==> src/rtl/mem_sum_pkg.sv <==
// ============================================================================
//  Module   : mem_sum_pkg
//  Brief    : Shared constants and FSM state encoding for mem_sum_engine.
//  Revision : 1.0  initial release
// ============================================================================
`default_nettype none

package mem_sum_pkg;

    // Default widths for the engine parameters
    localparam int c_ADDR_W = 13;
    localparam int c_DATA_W = 8;
    localparam int c_CNT_W  = 8;

    // Explicitly sized, explicitly valued state encoding
    localparam int c_STATE_W = 3;

    typedef enum logic [c_STATE_W-1:0] {
        S_IDLE  = 3'd0,
        S_READ  = 3'd1,
        S_WR_LO = 3'd2,
        S_WR_HI = 3'd3,
        S_DONE  = 3'd4
    } state_t;

endpackage : mem_sum_pkg

`default_nettype wire

==> src/rtl/mem_sum_engine.sv <==
// ============================================================================
//  Module   : mem_sum_engine
//  Brief    : Reads 'count' bytes starting at 'baseAddr' from an external
//             combinational-read memory, accumulates them into a 2*DATA_W
//             sum and (optionally) writes the sum back little-endian at
//             dstAddr / dstAddr+1.
//  Config   : define MEM_SUM_WRITEBACK_EN to enable the WR_LO/WR_HI
//             write-back states; without it the engine only computes 'sum'
//             and never drives a memory write.
//  Revision : 1.0  initial release
// ============================================================================
`default_nettype none

module mem_sum_engine
    import mem_sum_pkg::*;
#(
    parameter int ADDR_W = c_ADDR_W,
    parameter int DATA_W = c_DATA_W,
    parameter int CNT_W  = c_CNT_W
) (
    input  logic                clk,
    input  logic                rst,
    input  logic                start,
    input  logic [ADDR_W-1:0]   baseAddr,
    input  logic [CNT_W-1:0]    count,
    input  logic [ADDR_W-1:0]   dstAddr,
    output logic [ADDR_W-1:0]   memAddress,
    input  logic [DATA_W-1:0]   memRdData,
    output logic [DATA_W-1:0]   memWrData,
    output logic                memWriteEn,
    output logic                busy,
    output logic                done,
    output logic [2*DATA_W-1:0] sum
);

    localparam int SUM_W = 2 * DATA_W;

    // State that follows the last READ cycle (or IDLE when count is zero)
`ifdef MEM_SUM_WRITEBACK_EN
    localparam state_t c_AFTER_READ = S_WR_LO;
`else
    localparam state_t c_AFTER_READ = S_DONE;
`endif

    state_t              r_state;
    state_t              w_next_state;
    logic [ADDR_W-1:0]   r_ptr;
    logic [CNT_W-1:0]    r_rem;
    logic [ADDR_W-1:0]   r_dst;
    logic [SUM_W-1:0]    r_sum;

    // State register; reset forces IDLE immediately so write strobes drop at once
    always_ff @(posedge clk or posedge rst) begin
        if (rst) begin
            r_state <= S_IDLE;
        end else begin
            r_state <= w_next_state;
        end
    end

    // Next-state logic; start is only looked at in IDLE, so DONE and busy states ignore it
    always_comb begin
        w_next_state = r_state;
        unique case (r_state)
            S_IDLE: begin
                if (start) begin
                    w_next_state = (count == '0) ? c_AFTER_READ : S_READ;
                end
            end
            S_READ: begin
                // r_rem still holds the bytes left including this cycle's byte
                if (r_rem == CNT_W'(1)) begin
                    w_next_state = c_AFTER_READ;
                end
            end
            S_WR_LO: w_next_state = S_WR_HI;
            S_WR_HI: w_next_state = S_DONE;
            S_DONE:  w_next_state = S_IDLE;
            default: w_next_state = S_IDLE;
        endcase
    end

    // Datapath: latch the request in IDLE, accumulate one byte per READ cycle
    always_ff @(posedge clk or posedge rst) begin
        if (rst) begin
            r_ptr <= '0;
            r_rem <= '0;
            r_dst <= '0;
            r_sum <= '0;
        end else begin
            case (r_state)
                S_IDLE: begin
                    if (start) begin
                        r_ptr <= baseAddr;
                        r_rem <= count;
                        r_dst <= dstAddr;
                        r_sum <= '0;
                    end
                end
                S_READ: begin
                    // Pointer and sum wrap naturally at their register widths
                    r_sum <= r_sum + {{(SUM_W-DATA_W){1'b0}}, memRdData};
                    r_ptr <= r_ptr + ADDR_W'(1);
                    r_rem <= r_rem - CNT_W'(1);
                end
                default: begin
                end
            endcase
        end
    end

    // Memory-port outputs decoded from the current state only
    always_comb begin
        memAddress = '0;
        memWrData  = '0;
        memWriteEn = 1'b0;
        case (r_state)
            S_READ: begin
                memAddress = r_ptr;
            end
`ifdef MEM_SUM_WRITEBACK_EN
            S_WR_LO: begin
                memAddress = r_dst;
                memWrData  = r_sum[DATA_W-1:0];
                memWriteEn = 1'b1;
            end
            S_WR_HI: begin
                memAddress = r_dst + ADDR_W'(1);
                memWrData  = r_sum[SUM_W-1:DATA_W];
                memWriteEn = 1'b1;
            end
`endif
            default: begin
            end
        endcase
    end

`ifndef MEM_SUM_WRITEBACK_EN
    // Destination is latched but has no consumer when write-back is disabled
    logic w_unused_dst;
    assign w_unused_dst = ^r_dst;
`endif

    assign busy = (r_state != S_IDLE);
    assign done = (r_state == S_DONE);
    assign sum  = r_sum;

endmodule : mem_sum_engine

`default_nettype wire

==> config.mk <==
export PLATFORM = sky130hd
export DESIGN_NAME = mem_sum_engine
export DESIGN_NICKNAME = d
export VERILOG_FILES = /design/src/rtl/mem_sum_pkg.sv /design/src/rtl/mem_sum_engine.sv
export SDC_FILE = /design/constraint.sdc
export NUM_CORES = 1
export LEC_CHECK = 0
export ABC_AREA = 1
export BUFFER_PORTS_ARGS = -buffer_cell sky130_fd_sc_hd__buf_4
export CORE_MARGIN = 8
export CORE_UTILIZATION = 50
export CTS_BUF_LIST = sky130_fd_sc_hd__clkbuf_16
export CTS_CLUSTER_DIAMETER = 80
export CTS_CLUSTER_SIZE = 14
export DETAILED_ROUTE_END_ITERATION = 7
export GPL_ROUTABILITY_DRIVEN = 0
export HOLD_SLACK_MARGIN = 0.06
export PLACE_DENSITY_LB_ADDON = 0.15
export SYNTH_ARGS = -nofsm -noshare
export SYNTH_HDL_FRONTEND = slang
export SYNTH_SLANG_ARGS = --single-unit
==> constraint.sdc <==
create_clock -name clk -period 4.5 [get_ports clk]
set_clock_uncertainty 0.15 [all_clocks]
set_input_delay 0.225 -clock clk [delete_from_list [all_inputs] [get_ports clk]]
set_output_delay 0.225 -clock clk [all_outputs]
set_load 0.03 [all_outputs]
==> results.toml <==
[die]
initial_core_utilization_pct = 51.26
chipHeight_um = 93.45
die_area_mm2 = 0.008733
placement_rows = 28
num_io_pins = 85
die_w_um = 93.45
area_of_the_core_mm2 = 0.005851

[synth]
ys_warn_count = 0
syn_area_cell_um2 = 7.090
ys_async_sr_fraction_pct = 100.0
count_of_flip_flops_with_a_built_in_enable_after_synthesis = 0
synth-seq-area-share_pct = 33.38
synth.largest_area_cell = "dfrtp_1"
number_of_synthesized_register_bits = 40
yosys-top-cells-area = "dfrtp_1 33%, nand2_1 15%, inv_1 8.0%"
netlist.area_leader.share_pct = 33.38
synthesis.area_mm2 = 0.002999
synth_flop_cell = "dfrtp_1"
yosysUniqueCellTypes = 42
netlist_instances = 423

[final_layout]
area.growth.synth_to_final_pct = 21.32
finalNonFillerCells = 563
fin_nets = 544
layout.area.seq_mm2 = 0.001001
fillerInstances = 565
layout_commonest_cell = "nand2_1"
fraction_of_layout_cells_with_a_size_suffix_above_1_pct = 20.49
num_antenna_cells = 0
multi_input_area_mm2 = 0.001595
most-common-layout-cells = "121 x nand2_1, 64 x inv_1, 63 x buf_4, 41 x nor2_1, 40 x dfrtp_1"

[detailed_routing]
routed-via-count = 2870
via_per_inst = 5.098
routed_wire_length_per_instance_um = 13.46
detailedRoute.firstPassIterationCount = 4
drtAntennaViolNets = 0
detail_route.iter0.violations = 110
drcViolationCount = 0
routed_wirelength_mm = 7.577

[worst_setup_path]
timing.critical_path.cells = "inv_2 > nor2_4 > nand2_4 > inv_4 > nor2_4 > inv_6 > o21ai_0 > inv_1"
cpLargestDelayFamily = "simple AND/OR/NAND/NOR gates"
critical_path_class = "reg2reg"
critPathMostFrequentCell = "nor2_4"
critical_path_peak_fanout = 35
startpoint_type = "flip-flop"
critPathBufInv = 4
crit_path_top_delay_cell = "nor2_4"
max_stage_delay_ps = 500
critical_path_data_arrival_time_ps = 2330
setup.worst_path.end_class = "flip-flop"
timing.critical_path.required_ps = 4520

[sta]
hold_viol = 0
finalWorstPathRequiredPeriod_ps = 2314
fmax_ghz = 0.4322
relSlewSlack_pct = 42.88
rsz0062_at_grt = "no"
max_slew_violation_count = 0
final.period_utilization_pct = 51.42
timing_worst_slew_pin_value_ps = 854.8
finish_stage_setup_viols = 0
finalSetupTns_ps = 0

[cts]
numClockSinks = 40
clock_tree.root_cell = "clkbuf_16"
clk_latency_ps = 290
cts-root-to-sink-buffers = 2
tritoncts_clock_tree = "yes"
cts_hold_bufs = 5
htreeDepth = 2
cts_made_buffers = 5
clkTransAtPathRegs_ps = 60
post_cts_setup_repair_bufs = 0
cts-resized-gates = 0

[global_routing]
grtUsageTotal_pct = 17.90
global_routing_met2_resource_utilization_pct = 32.31
use_met1_pct = 20.40
grtUsageMet3_pct = 5.208
grt_first_pass_wirelength_mm = 12.88
grt_max_degree = 41
number_of_antenna_violations_at_the_first_check_in_global_routing = 0
grt-busiest-layer = "met2"
gr-total-overflow = 0
via_count_of_the_first_global_routing_pass = 2891

[job]
timing.max_cap.violations = 0

[power_and_ir_drop]
power.share.sequential_pct = 28.4
power.static_leakage_nw = 1.939
power.clock.fraction_pct = 19.8
cell_internal_pwr_mw = 1.122
switching_power_share_of_the_total_pct = 45.40
power.density_cell_area_mw_per_mm2 = 565.0
worst_ir_drop_vdd_uv = 311.3
comb_power_share_pct = 51.8
power.switching_mw = 0.9333

[place]
placedCellCount = 550
detailed_place_hpwl_mm = 5.520
io_buffer_count = 62

[outcome]
outcome = "completed"

[worst_hold_path]
hold_path.class = "in2reg"
## stage by stage
step | instance area, um2 | total power [mW] | worst slack (ps) | util (%) | hold slack (ps)
2_1_floorplan | 3029 | 1.330 | 2521 | - | 213.3
3_3_place_gp | 3426 | 1.627 | 2229 | 58.55 | 253.1
3_5_place_dp | 3426 | 1.653 | 2210 | 58.55 | 255.8
4_1_cts | 3638 | 2.070 | 2176 | 62.19 | 83.74
5_1_grt | 3638 | 2.215 | 1980 | 62.19 | 97.38
6_report | 3638 | 2.056 | 2186 | 62.19 | 85.01
## sequential cells by signal, indices dropped and copies added, names as in the netlist
register	count
r_rem	8
sum	16
r_state	3
r_ptr	13
## logic make-up after synthesis
| kind of cell | synth area share [%] |
|---|---|
| buffers and inverters | 14.43 |
| flip-flops | 33.38 |
| other | 0.1250 |
| AO/OA/AOI/OAI | 12.27 |
| adder cells (fa/ha/maj) | 5.257 |
| XOR/XNOR | 1.753 |
| AND/OR/NAND/NOR | 32.79 |
## worst paths after layout
path | start | end | slack (ps) | cells past startpoint
worst min-delay path | baseAddr[0] | r_ptr[0] | 90 | 3
min in group asynchronous | rst | sum[4] | 470 | 4
worst max register to register | r_state[0] | r_ptr[9] | 2190 | 8
max in group asynchronous | rst | sum[11] | 3340 | 4
worst min register to register | r_rem[1] | r_rem[1] | 360 | 2
worst max-delay path | r_state[0] | r_ptr[9] | 2190 | 8
## power by group through the flow
stage	Combinational (mW)	Sequential (mW)	Clock, mW
final	1.07	0.585	0.406
after global routing	1.19	0.604	0.425
after CTS	1.07	0.586	0.411
after detailed placement	1.06	0.589	0
after global placement	1.04	0.585	0
after floorplan	0.628	0.702	0
## worst register-to-register path: cells and delay by family, from the launching register on
kind            cells  cell delay [ps]
simple gates        3              870
compound gates      1              190
buf+inv             4              590
flops               1              400
## routing by layer
layer | wire (um) | share of wire [%] | vias to the layer above
li1 | - | - | 1455
met1 | 3220 | 42 | 1337
met2 | 3792 | 50 | 71
met3 | 510 | 6.7 | 7
met4 | 53 | 0.70 | 0
met5 | 0 | 0 | -
## cell type report
class	count	share of cell area [%]
Clock buffer	5	3.439
Multi-Input combinational cell	304	43.84
Sequential cell	40	27.51
Inverter	68	7.221
Timing Repair Buffer	68	14.37
Clock inverter	3	1.032
Tap cell	75	2.579
## cells in the mapped netlist (2+ instances only)
| library cell | n |
|---|---|
| nor2_1 | 41 |
| inv_1 | 64 |
| nor2_2 | 6 |
| o221ai_2 | 3 |
| dfrtp_1 | 40 |
| inv_2 | 2 |
| buf_2 | 2 |
| ha_1 | 11 |
| o211ai_1 | 2 |
| a21oi_1 | 6 |
| buf_12 | 2 |
| o22ai_1 | 2 |
| a31oi_1 | 3 |
| o21ai_0 | 25 |
| xor2_1 | 3 |
| buf_6 | 2 |
| nand3_1 | 38 |
| xnor2_1 | 3 |
| nor3_1 | 5 |
| or2_2 | 2 |
| a22o_2 | 2 |
| nand2_1 | 121 |
| buf_4 | 10 |
| nand4_1 | 3 |
| nor2_4 | 3 |
| o221ai_1 | 2 |
| o211ai_2 | 4 |
| clkbuf_1 | 2 |
(Power assumes the default switching activity.)
